File: config.mk
export PLATFORM = sky130hd
export DESIGN_NAME = stopwatch_ctrl
export DESIGN_NICKNAME = d
export VERILOG_FILES = /design/src/rtl/stopwatch_pkg.sv /design/src/rtl/btn_conditioner.sv /design/src/rtl/stopwatch_ctrl.sv
export SDC_FILE = /design/constraint.sdc
export NUM_CORES = 1
export LEC_CHECK = 0
export BUFFER_PORTS_ARGS = -buffer_cell sky130_fd_sc_hd__buf_2
export CORE_MARGIN = 5
export CORE_UTILIZATION = 43
export CTS_BUF_LIST = sky130_fd_sc_hd__clkbuf_16
export CTS_CLUSTER_SIZE = 40
export DETAILED_ROUTE_END_ITERATION = 16
export GPL_TIMING_DRIVEN = 0
export PLACE_DENSITY = 0.64
export SLEW_MARGIN = 20
export SYNTH_ARGS = -nofsm -noshare
export SYNTH_HDL_FRONTEND = slang
export SYNTH_HIERARCHICAL = 1
export SYNTH_SLANG_ARGS = --single-unit
File: constraint.sdc
create_clock -name clk -period 2.1 [get_ports clk]
set_input_delay 0.315 -clock clk [delete_from_list [all_inputs] [get_ports clk]]
set_output_delay 0.315 -clock clk [all_outputs]
set_load 0.01 [all_outputs]
File: src/rtl/stopwatch_pkg.sv
// Shared definitions for the stopwatch controller: state encodings, default
// timing parameters and a small state-classification helper.
package stopwatch_pkg;

  typedef enum logic [1:0] {
    ST_IDLE   = 2'd0,
    ST_RUN    = 2'd1,
    ST_PAUSED = 2'd2,
    ST_LAP    = 2'd3
  } sw_state_t;

  localparam int DEF_CLOCK_PERIOD    = 50_000_000;
  localparam int DEF_DEBOUNCE_CYCLES = 1_000_000;

  // The prescaler advances and ticks are produced only in these states.
  function automatic logic is_counting(sw_state_t s);
    return (s == ST_RUN) || (s == ST_LAP);
  endfunction

endpackage

File: src/rtl/btn_conditioner.sv
// Turns one raw asynchronous push button into a single-cycle press event:
// 2-FF synchronizer, stability-count debounce, registered rising-edge detect.
module btn_conditioner
  import stopwatch_pkg::*;
#(
  parameter int DEBOUNCE_CYCLES = DEF_DEBOUNCE_CYCLES
) (
  input  logic clk,
  input  logic rst,
  input  logic raw,
  output logic press
);

  localparam int CW = (DEBOUNCE_CYCLES > 1) ? $clog2(DEBOUNCE_CYCLES) : 1;
  localparam logic [CW-1:0] CNT_LAST = CW'(DEBOUNCE_CYCLES - 1);

  logic          sync1;
  logic          sync2;
  logic          level;
  logic          level_d;
  logic [CW-1:0] cnt;

  always_ff @(posedge clk or posedge rst) begin
    if (rst) begin
      sync1   <= 1'b0;
      sync2   <= 1'b0;
      level   <= 1'b0;
      level_d <= 1'b0;
      cnt     <= '0;
      press   <= 1'b0;
    end else begin
      sync1 <= raw;
      sync2 <= sync1;
      // Any cycle that agrees with the accepted level restarts the count.
      if (sync2 != level) begin
        if (cnt == CNT_LAST) begin
          level <= sync2;
          cnt   <= '0;
        end else begin
          cnt <= cnt + 1'b1;
        end
      end else begin
        cnt <= '0;
      end
      level_d <= level;
      press   <= level & ~level_d;
    end
  end

endmodule

File: src/rtl/stopwatch_ctrl.sv
// Stopwatch control: conditions four buttons, runs the IDLE/RUN/PAUSED/LAP
// state machine and divides clk down to a one-cycle count tick.
module stopwatch_ctrl
  import stopwatch_pkg::*;
#(
  parameter int CLOCK_PERIOD    = DEF_CLOCK_PERIOD,
  parameter int DEBOUNCE_CYCLES = DEF_DEBOUNCE_CYCLES
) (
  input  logic       clk,
  input  logic       rst,
  input  logic       start,
  input  logic       pause,
  input  logic       lap,
  input  logic       clear,
  input  logic       at_max,
  output logic       tick,
  output logic       cnt_clr,
  output logic       disp_freeze,
  output logic [1:0] state,
  output logic       running
);

  localparam int PW = $clog2(CLOCK_PERIOD);
  localparam logic [PW-1:0] PRESC_LAST = PW'(CLOCK_PERIOD - 1);

  logic start_evt;
  logic pause_evt;
  logic lap_evt;
  logic clear_evt;

  btn_conditioner #(.DEBOUNCE_CYCLES(DEBOUNCE_CYCLES)) u_start (
    .clk(clk), .rst(rst), .raw(start), .press(start_evt)
  );
  btn_conditioner #(.DEBOUNCE_CYCLES(DEBOUNCE_CYCLES)) u_pause (
    .clk(clk), .rst(rst), .raw(pause), .press(pause_evt)
  );
  btn_conditioner #(.DEBOUNCE_CYCLES(DEBOUNCE_CYCLES)) u_lap (
    .clk(clk), .rst(rst), .raw(lap), .press(lap_evt)
  );
  btn_conditioner #(.DEBOUNCE_CYCLES(DEBOUNCE_CYCLES)) u_clear (
    .clk(clk), .rst(rst), .raw(clear), .press(clear_evt)
  );

  sw_state_t     cur;
  sw_state_t     nxt;
  logic [PW-1:0] presc;
  logic          wrap_cycle;

  // A wrap cycle at the terminal count still wraps the prescaler but the
  // tick is swallowed so the counter chain never rolls past 59:59.
  assign wrap_cycle = is_counting(cur) && (presc == PRESC_LAST);
  assign tick       = wrap_cycle && !at_max;
  assign state      = cur;

  // Only the single highest-priority event is considered; if that one is
  // meaningless in the current state, the lower-priority ones are dropped.
  always_comb begin
    nxt = cur;
    if (clear_evt) begin
      nxt = ST_IDLE;
    end else if (wrap_cycle && at_max) begin
      nxt = ST_PAUSED;
    end else if (pause_evt) begin
      if (cur == ST_RUN || cur == ST_LAP) nxt = ST_PAUSED;
    end else if (start_evt) begin
      if (cur == ST_IDLE || cur == ST_PAUSED) nxt = ST_RUN;
    end else if (lap_evt) begin
      case (cur)
        ST_RUN:  nxt = ST_LAP;
        ST_LAP:  nxt = ST_RUN;
        default: nxt = cur;
      endcase
    end
  end

  always_ff @(posedge clk or posedge rst) begin
    if (rst) begin
      cur         <= ST_IDLE;
      presc       <= '0;
      cnt_clr     <= 1'b0;
      disp_freeze <= 1'b0;
      running     <= 1'b0;
    end else begin
      cur         <= nxt;
      cnt_clr     <= clear_evt;
      disp_freeze <= (nxt == ST_LAP);
      running     <= is_counting(nxt);
      // PAUSED keeps the fractional second; IDLE always restarts from zero.
      if (nxt == ST_IDLE) begin
        presc <= '0;
      end else if (is_counting(cur)) begin
        presc <= wrap_cycle ? '0 : presc + 1'b1;
      end
    end
  end

endmodule
==> impl_metrics.csv, run 1 <==
group,metric,value,unit
clocking,h-tree-depth,4,
route,drt_iter0_drc,287,
worst_setup_path,worstSetupStartpoint,"state[1]",
timing,final_max_slew_viol_count,0,
timing,tightest_slew,0.9388,ns
placed_design,dp_slack,-0.3599,ns
global_route,grt_max_degree,31,
clocking,clock-sinks,130,
timing,relSlewSlack,37.34,%
placed_design,placed_cells,837,
clocking,cts_tree,"built",
worst_setup_path,worstPathMaxFanout,4,
route,avgRoutedWirePerCell,15.12,um
pwr,swShare,20.39,%
layout,drive_gt1_share,25.55,%
min_path,min_path_type,"in2async",
layout,utilization,54.99,%
pwr,ir_drop,577.3,uV
placed_design,place_congestion,0.8326,
layout,syn_to_final_growth,24.58,%
synth,syn_area,0.006440,mm2
worst_setup_path,path_cells,"inv_2, ha_4, nor2_4, or4_4, nor4_4, buf_6, nor2b_4, buf_6",
route,vias_per_cell,5.402,
placed_design,dp_hpwl,8.728,mm
floorplanning,io_pins,13,
floorplanning,rows,44,
worst_setup_path,path_class,"reg2out",
global_route,grt-ovfl-total,0,
global_route,grt_pass1_vias,4907,
pwr,p_int,0.004402,W
clocking,clk_path_buf_depth,2,
synth,yosysWarnings,6,
timing,hold_viol,0,
timing,fmax,395.2,MHz
pwr,p_switching,0.001127,W
synth,yosysSeqAreaShare,50.51,%
clocking,cts_buffers,17,
pwr,p_seq_share,46.2,%
clocking,clkTransAtPathRegs,0.05,ns
layout,nFillCells,1239,
timing,layout_min_cycle_time,2.530,ns
worst_setup_path,arrival,2.22,ns
synth,synth-main-ff-cell,"dfrtp_1",
global_route,grt_pass1_wl,23.11,mm
clocking,insertion_delay,0.41,ns
timing,period_share,120.5,%
layout,layout.cells.non_filler,916,
route,drc_errors,0,
pwr,power_frac_clock,50.8,%
layout,layout_common_cells,"120 x dfrtp_1, 92 x nor2_1, 62 x xnor2_1",
worst_setup_path,start_kind,"flop",
synth,syn_nets,656,
floorplanning,initial_core_util,44.14,%
synth,syn_inst,641,
synth,synth-edff-count,0,
timing,setup_viol,28,
pwr,p_per_area,689.3,mW/mm2
layout,final_common_cell,"dfrtp_1",
route,drt_pass1_iterations,5,
synth,ys_ff_latch,130,
route,ant_nets,0,
route,drt_wl_total,13.85,mm
clocking,clockRootBuffer,"clkbuf_16",
floorplanning,dieArea,0.01752,mm2
floorplanning,die_width,132.4,um
run_status,violations,"setup timing",
timing,timing.hold.ws,0.02627,ns
run_status,outcome,"complete, but fails checks",
worst_setup_path,r2r-start,"state[1]",
worst_setup_path,cpMostUsedCell,"buf_6",
worst_setup_path,end_kind,"output port",
pwr,totalPowerFinal,0.005530,W
pwr,p_comb_share,3.0,%
worst_setup_path,max_stage_delay,0.45,ns
global_route,grt_antenna_before_repair,0,
global_route,grt_usage,15.84,%
floorplanning,core-area,0.01459,mm2
layout,final_net_count,736,
timing,skew,0.008582,ns
synth,synth_area_per_cell,10.05,um2
placed_design,io_buffers,12,
route,vias,4948,
layout,diodes,0,
timing,rsz0062_at_grt,"true",
synth,synthDistinctLibCells,48,
pwr,leakage,3.229,nW
timing,worst_slack,-0.4301,ns
worst_setup_path,cp_slowest_cell,"dfrtp_2",
job,drv_cap,0,
synth,async_reset_ff_share,100.0,%
worst_setup_path,required,1.78,ns
floorplanning,die_y,132.4,um
[final timing paths]
path / end / slack [ns] / depth (start not counted)
min in group clk: u_lap/sync1 / 0.03 / 1
max in group asynchronous: u_lap/cnt[12] / 1.29 / 2
worst max-delay path: tick / -0.43 / 8
worst min-delay path: u_pause/press / 0.03 / 2
worst min register to register: u_clear/sync2 / 0.35 / 0
worst max register to register: presc[12] / -0.20 / 11
[through the flow]
stage	area [um2]	setup TNS, ns
detailed placement	6750	-7.057
CTS	7615	-2.135
floorplan	6460	-0.09669
global placement	6750	-6.536
global route	8023	-6.971
finish	8023	-4.196
[synthesized netlist by cell type (all sizes together) (2+ instances only)]
| cell type | count | area [um2] |
|---|---|---|
| clkbuf | 7 | 26.28 |
| dfrtp | 130 | 3253 |
| nor3b | 6 | 45.04 |
| or4 | 14 | 123.9 |
| a31o | 4 | 35.03 |
| a21oi | 12 | 60.06 |
| and4 | 4 | 36.29 |
| o21a | 2 | 15.01 |
| nor4 | 26 | 177.7 |
| buf | 9 | 90.08 |
| o21ai | 10 | 95.09 |
| nand4 | 31 | 200.2 |
| o311ai | 2 | 17.52 |
| nand3 | 31 | 155.2 |
| nor3 | 25 | 125.1 |
| or4b | 5 | 50.05 |
| or3 | 7 | 45.05 |
| mux2 | 7 | 78.83 |
| ha | 8 | 100.1 |
| xor2 | 20 | 175.2 |
| nor2 | 112 | 422.9 |
| and2 | 4 | 25.02 |
| inv | 37 | 138.9 |
| and3 | 5 | 31.28 |
| nor2b | 7 | 43.79 |
| a211oi | 3 | 27.52 |
| a211o | 2 | 17.52 |
| o31ai | 3 | 22.52 |
| xnor2 | 62 | 543.0 |
| or2 | 8 | 50.05 |
| nand3b | 4 | 30.03 |
| nand2 | 25 | 93.84 |
| o221a | 4 | 45.04 |
[routing by layer]
metal  vias up  track usage [%]  routed length (um)
met4         0            5.769                 146
met1      2482            20.23                6307
met2        56            25.73                7013
met3        11            4.466                 381
met5         -                0                   0
li1       2399                -                   -
[repair_timing]
item / in CTS / in global routing
gates cloned: 1 / 4
setup buffers: 22 / 23
hold buffers: 2 / 1
pin swaps: 10 / 16
resized for setup: 28 / 65
setup endpoints to repair: 69 / 93
endpoints found under the hold margin: 2 / 1
[registers in the layout (all words and copies together), names as in the netlist, 20 cells and up]
| signal | count |
|---|---|
| u_start/cnt | 20 |
| u_pause/cnt | 20 |
| presc | 26 |
| u_clear/cnt | 20 |
| u_lap/cnt | 20 |
[power by group through the flow]
stage          registers, W   logic, W  clock network [W]
2_1_floorplan       0.00259  0.0000984                  0
3_3_place_gp        0.00260   0.000132                  0
3_5_place_dp        0.00260   0.000137                  0
4_1_cts             0.00256   0.000155            0.00287
5_1_grt             0.00256   0.000188            0.00299
6_report            0.00256   0.000164            0.00281
[area by class of cell]
class                           instances  area, um2  area share [%]
Sequential cell                       130       3266           40.70
Clock buffer                           17      425.4           5.303
Inverter                               37      138.9           1.731
Tap cell                              184      230.2           2.870
Timing Repair Buffer                   62      501.7           6.254
Buffer                                 15      120.1           1.497
Multi-Input combinational cell        458       3211           40.02
Clock inverter                         13      130.1           1.622
[cell families after synthesis]
kind of cell	Yosys count	synth area share (%)
AOI/OAI and AO/OA	46	5.751
muxes	7	1.224
adders and majority gates	8	1.554
xor gates and xnor gates	82	11.15
and+or+nand+nor	315	25.84
buffers and inverters	53	3.963
DFF	130	50.51
[worst max-delay path: cells and delay by family (launching register included)]
family / cells / cell delay, ns
simple gates: 4 / 0.85
buf+inv: 3 / 0.35
flops: 1 / 0.45
fa+ha+maj: 1 / 0.15
Note: power is estimated with default switching activity, not from simulation.
==> run 2, diff against run 1 <==
--- a/config.mk
+++ b/config.mk
@@ -7,12 +7,12 @@
 export LEC_CHECK = 0
 export BUFFER_PORTS_ARGS = -buffer_cell sky130_fd_sc_hd__buf_2
 export CORE_MARGIN = 5
-export CORE_UTILIZATION = 43
+export CORE_UTILIZATION = 57
 export CTS_BUF_LIST = sky130_fd_sc_hd__clkbuf_16
 export CTS_CLUSTER_SIZE = 40
 export DETAILED_ROUTE_END_ITERATION = 16
 export GPL_TIMING_DRIVEN = 0
-export PLACE_DENSITY = 0.64
+export PLACE_DENSITY = 0.76
 export SLEW_MARGIN = 20
 export SYNTH_ARGS = -nofsm -noshare
 export SYNTH_HDL_FRONTEND = slang
==> run 2 against run 1 <==
The flow still finishes with violations (setup timing). Highest routed layer unchanged. Combinational power is 7% higher. Non-clock buffer count increased by 7. Sequential share of layout area rose by 0.065 points. Worst setup slack improved by 0.024 ns. Clock skew is 0.0036 ns higher. Count of clock-buffer cells in the layout is the same. Final area down 0.31%. Global-route usage up 6.2 points. Register-to-register slack improved by 0.03 ns. Die area is 23% lower.
==> impl_metrics.csv, run 2 (synthesized netlist as in run 1, its figures left out) <==
group,metric,value,unit
timing,period_share,119.3,%
global_route,grt_max_degree,31,
job,drv_cap,0,
floorplanning,die_width,116.3,um
floorplanning,rows,38,
min_path,min_path_type,"in2reg",
global_route,met1_usage,28.57,%
route,drc_errors,0,
pwr,ir_drop,689.4,uV
layout,syn_to_final_growth,24.19,%
timing,worst_slack,-0.4059,ns
route,avgRoutedWirePerCell,16.63,um
route,vias,5259,
layout,final_common_cell,"dfrtp_1",
route,drt_iter0_drc,599,
worst_setup_path,path_class,"reg2out",
layout,diodes,0,
placed_design,io_buffers,12,
worst_setup_path,required,1.78,ns
timing,skew,0.01215,ns
layout,layout.cells.non_filler,881,
run_status,outcome,"complete, but fails checks",
layout,layout_common_cells,"124 x dfrtp_1, 102 x nor2_1, 62 x xnor2_1",
clocking,cts_buffers,17,
placed_design,dp_hpwl,8.396,mm
worst_setup_path,endpoint,"tick",
global_route,grt_usage,22.00,%
layout,drive_gt1_share,25.24,%
placed_design,place_congestion,0.8391,
clocking,clk_path_buf_depth,2,
global_route,grt_pass1_wl,23.68,mm
layout,fin_area,0.007998,mm2
placed_design,place_area,0.006695,mm2
global_route,busiest_layer,"met2",
timing,fmax,399.1,MHz
timing,final_max_slew_viol_count,0,
clocking,h-tree-depth,4,
timing,tightest_slew,0.9708,ns
worst_setup_path,rr_worst_depth,9,
floorplanning,dieArea,0.01352,mm2
route,drt_wl_total,14.66,mm
floorplanning,io_pins,13,
worst_setup_path,worstPathMaxFanout,6,
global_route,grt_use_met2,35.66,%
clocking,clkTransAtPathRegs,0.06,ns
worst_setup_path,worstSetupStartpoint,"state[1]",
floorplanning,die_y,116.3,um
timing,layout_min_cycle_time,2.506,ns
worst_setup_path,r2r-start,"state[1]",
global_route,grt_antenna_before_repair,0,
floorplanning,initial_core_util,58.89,%
pwr,p_per_area,709.9,mW/mm2
worst_setup_path,arrival,2.19,ns
route,ant_nets,0,
layout,largest_register_ffs,26,
layout,final_net_count,743,
clocking,insertion_delay,0.42,ns
global_route,use_met3,5.699,%
route,vias_per_cell,5.969,
clocking,clock-sinks,130,
route,drt_pass1_iterations,6,
run_status,violations,"setup timing",
pwr,leakage,3.250,nW
timing,relSlewSlack,35.21,%
global_route,grt_pass1_vias,5106,
worst_setup_path,reg2reg_slack,-0.17,ns
placed_design,placed_cells,793,
floorplanning,core-area,0.01094,mm2
worst_setup_path,end_kind,"output port",
timing,setup-tns-final,-3.187,ns
worst_setup_path,start_kind,"flop",
timing,rsz0062_at_grt,"true",
clocking,cts_tree,"built",
clocking,clockRootBuffer,"clkbuf_16",
layout,regMostFlops,"presc",
global_route,grt-ovfl-total,0,
timing,hold_viol,0,
worst_setup_path,r2r_end,"presc[24]",
timing,setup_viol,43,
==> run 2: cell types whose count changed in the layout (fill, tap and decap cells not counted), sizes merged <==
cell,change
clkinvlp,+4
clkbuf,-1
clkinv,+1
buf,+8
inv,-3
==> run 2: power breakdown <==
group	switching, W	internal, W
Sequential	0.0000238	0.00253
Combinational	0.000110	0.0000645
Clock	0.00110	0.00185
Total	0.00123	0.00445
==> run 2: worst max-delay path: stages (launching register included) <==
cell     delay, ns
dfrtp_1       0.43
inv_2         0.11
ha_4          0.16
nor2_4        0.05
or4_4         0.44
nor4_4        0.21
buf_6         0.15
nor2b_4       0.12
buf_6         0.10
==> run 2: area by class of cell <==
type	instances	area, um2
multi-input combinational	458	3157
tap	140	175.2
fill	755	2938
inverter	37	141.4
clock inverter	15	167.7
buffer	14	116.4
clock buffer	17	425.4
timing repair buffer	70	554.3
sequential	130	3261
==> run 2: how the worst min path moves through the flow <==
stage	startpoint	end	depth (start not counted)
floorplan	u_clear/sync1	u_clear/sync2	0
global placement	u_clear/sync1	u_clear/sync2	0
detailed placement	u_lap/sync1	u_lap/sync2	0
CTS	pause	u_pause/sync1	1
global route	pause	u_pause/sync1	1
finish	pause	u_pause/sync1	1
==> run 2: through the flow <==
stage	hold WS, ns	utilization [%]	total power, W	worst slack (ns)
after floorplan	0.3312	-	0.002692	-0.05405
after global placement	0.3337	61.22	0.002727	-0.3529
after detailed placement	0.3381	61.22	0.002735	-0.3552
after CTS	0.001237	69.83	0.005700	-0.3726
after global routing	0.005102	73.13	0.005874	-0.4706
final	0.009962	73.13	0.005678	-0.4059
==> run 2: routing by layer <==
metal	part of all wire (%)	wire (um)
met5	0	0
met4	1.9	277
met3	5.2	758
met2	49	7241
met1	44	6377
==> run 2: timing repair <==
item	in CTS	in global routing
hold endpoints to repair	3	0
hold buffers	3	0
resized for setup	27	45
pin swaps	8	15
gates cloned	2	4
endpoints found under the setup margin	70	105
buffers inserted	27	22
==> run 3, diff against run 2 <==
--- a/config.mk
+++ b/config.mk
@@ -12,7 +12,7 @@
 export CTS_CLUSTER_SIZE = 40
 export DETAILED_ROUTE_END_ITERATION = 16
 export GPL_TIMING_DRIVEN = 0
-export PLACE_DENSITY = 0.76
+export PLACE_DENSITY = 0.73
 export SLEW_MARGIN = 20
 export SYNTH_ARGS = -nofsm -noshare
 export SYNTH_HDL_FRONTEND = slang
==> run 3 against run 2 <==
The flow still finishes with violations (setup timing). Die area unchanged. Combinational power up 5%. Via count decreased by 3.2%. Sequential share of layout area is 0.43 points lower. Utilization is 1.0 points higher. Worst setup slack improved by 0.012 ns. Register-to-register slack worse by 0.03 ns. Sequential cell count unchanged. Cell count is 0.57% higher. Total power shrank 3.1%. Wire length fell by 0.44%. Largest cell class unchanged.
==> impl_metrics.csv, run 3 (synthesized netlist as in run 1, its figures left out) <==
group,metric,value,unit
route,ant_nets,0,
worst_setup_path,r2r-start,"state[1]",
placed_design,place_area,0.006695,mm2
clocking,cts_buffers,17,
pwr,leakage,3.299,nW
timing,timing.hold.ws,0.02966,ns
min_path,min_to,"u_clear/sync1",
placed_design,io_buffers,12,
timing,skew,0.007586,ns
worst_setup_path,cpMostUsedCell,"buf_6",
timing,period_share,118.7,%
global_route,busiest_layer,"met2",
global_route,met1_usage,26.99,%
clocking,h-tree-depth,4,
global_route,grt_antenna_before_repair,0,
floorplanning,die_y,116.3,um
timing,worst_slack,-0.3936,ns
worst_setup_path,rr_worst_depth,11,
placed_design,place_congestion,0.8535,
worst_setup_path,path_cells,"inv_2, ha_4, nor2_4, or4_4, nor4_4, buf_6, nor2b_4, buf_6",
route,drt_pass1_iterations,5,
layout,layout_common_cells,"116 x dfrtp_1, 101 x nor2_1, 62 x xnor2_1",
route,vias_per_cell,5.745,
min_path,holdPathStages,1,
timing,setup_viol,53,
layout,fin_area,0.008108,mm2
global_route,grt-ovfl-total,0,
global_route,grt_usage,21.66,%
global_route,grt_pass1_vias,4989,
layout,diodes,0,
route,vias,5090,
placed_design,dp_hpwl,8.520,mm
worst_setup_path,r2r_end,"presc[13]",
worst_setup_path,path_class,"reg2out",
floorplanning,io_pins,13,
floorplanning,dieArea,0.01352,mm2
clocking,clkTransAtPathRegs,0.06,ns
floorplanning,die_width,116.3,um
pwr,ir_drop,712.9,uV
worst_setup_path,crit_family,"simple AND/OR/NAND/NOR gates",
layout,drive_gt1_share,27.21,%
timing,setup-tns-final,-4.953,ns
floorplanning,core-area,0.01094,mm2
clocking,insertion_delay,0.42,ns
worst_setup_path,reg2reg_slack,-0.20,ns
global_route,use_met3,4.922,%
worst_setup_path,cp_slowest_cell,"or4_4",
clocking,clk_path_buf_depth,2,
worst_setup_path,start_kind,"flop",
worst_setup_path,cp_num_buf_inv,3,
route,drc_errors,0,
timing,hold_viol,0,
min_path,worstHoldStart,"clear",
min_path,min_path_type,"in2reg",
timing,fmax,401.0,MHz
clocking,cts_tree,"built",
worst_setup_path,arrival,2.18,ns
layout,regMostFlops,"presc",
worst_setup_path,required,1.78,ns
worst_setup_path,max_stage_delay,0.44,ns
run_status,violations,"setup timing",
layout,largest_register_ffs,26,
floorplanning,initial_core_util,58.89,%
clocking,clockRootBuffer,"clkbuf_16",
layout,final_net_count,749,
run_status,outcome,"complete, but fails checks",
timing,tightest_slew,0.9471,ns
layout,final_common_cell,"dfrtp_1",
global_route,grt_use_met2,36.31,%
worst_setup_path,end_kind,"output port",
global_route,grt_pass1_wl,23.07,mm
global_route,grt_max_degree,31,
route,avgRoutedWirePerCell,16.47,um
timing,layout_min_cycle_time,2.494,ns
job,drv_cap,0,
timing,rsz0062_at_grt,"true",
pwr,p_per_area,678.9,mW/mm2
route,drt_iter0_drc,470,
layout,syn_to_final_growth,25.90,%
route,drt_wl_total,14.59,mm
worst_setup_path,worstPathMaxFanout,3,
floorplanning,rows,38,
timing,relSlewSlack,36.79,%
clocking,clock-sinks,130,
timing,final_max_slew_viol_count,0,
## run 3: changes by cell type in the layout (fill, tap and decap cells not counted), moves of 2 or more
cell	change
buf_6	+12
buf_4	-8
dfrtp_1	-8
dfrtp_2	+8
clkinv_4	-3
inv_1	+2
nor4_1	-2
or4b_4	+2
## run 3: worst max path at each step
| stage | cells after the start | slack [ns] | endpoint | from |
|---|---|---|---|---|
| after floorplan | 7 | -0.05 | tick | state[1] |
| after global placement | 7 | -0.36 | tick | presc[0] |
| after detailed placement | 7 | -0.33 | tick | presc[0] |
| after CTS | 8 | -0.39 | tick | state[1] |
| after global routing | 8 | -0.47 | tick | state[1] |
| final | 8 | -0.39 | tick | state[1] |
## run 3: power breakdown
| group | switching, W | internal (W) |
|---|---|---|
| clock network | 0.00106 | 0.00171 |
| registers | 0.0000233 | 0.00253 |
| logic | 0.000113 | 0.0000705 |
| total | 0.00119 | 0.00431 |
## run 3: metal layers
metal,up-vias,share of wire [%]
met3,16,3.2
met5,-,0
met1,2551,44
met2,97,51
li1,2426,-
met4,0,1.1
## run 3: area by class of cell
type / count / area [um2]
fill: 767 / 2828
buffer: 15 / 123.9
tap: 140 / 175.2
inverter: 37 / 138.9
clock buffer: 17 / 425.4
sequential: 130 / 3271
clock inverter: 14 / 123.9
timing repair buffer: 75 / 640.6
multi-input combinational: 458 / 3209
## run 3: per-stage QoR
step	worst slack (ns)	utilization [%]	instances	power [W]
2_1_floorplan	-0.05405	-	641	0.002692
3_3_place_gp	-0.3579	61.22	793	0.002729
3_5_place_dp	-0.3296	61.22	793	0.002736
4_1_cts	-0.3899	69.41	856	0.005521
5_1_grt	-0.4671	74.14	886	0.005688
6_report	-0.3936	74.14	886	0.005504
## run 3: what timing repair did
item | in CTS | in global routing
endpoints found under the setup margin | 69 | 105
pin swaps | 9 | 26
hold buffers | 3 | 0
gates resized for setup | 26 | 82
buffers inserted | 28 | 26
gates cloned | 2 | 5
endpoints found under the hold margin | 3 | 0
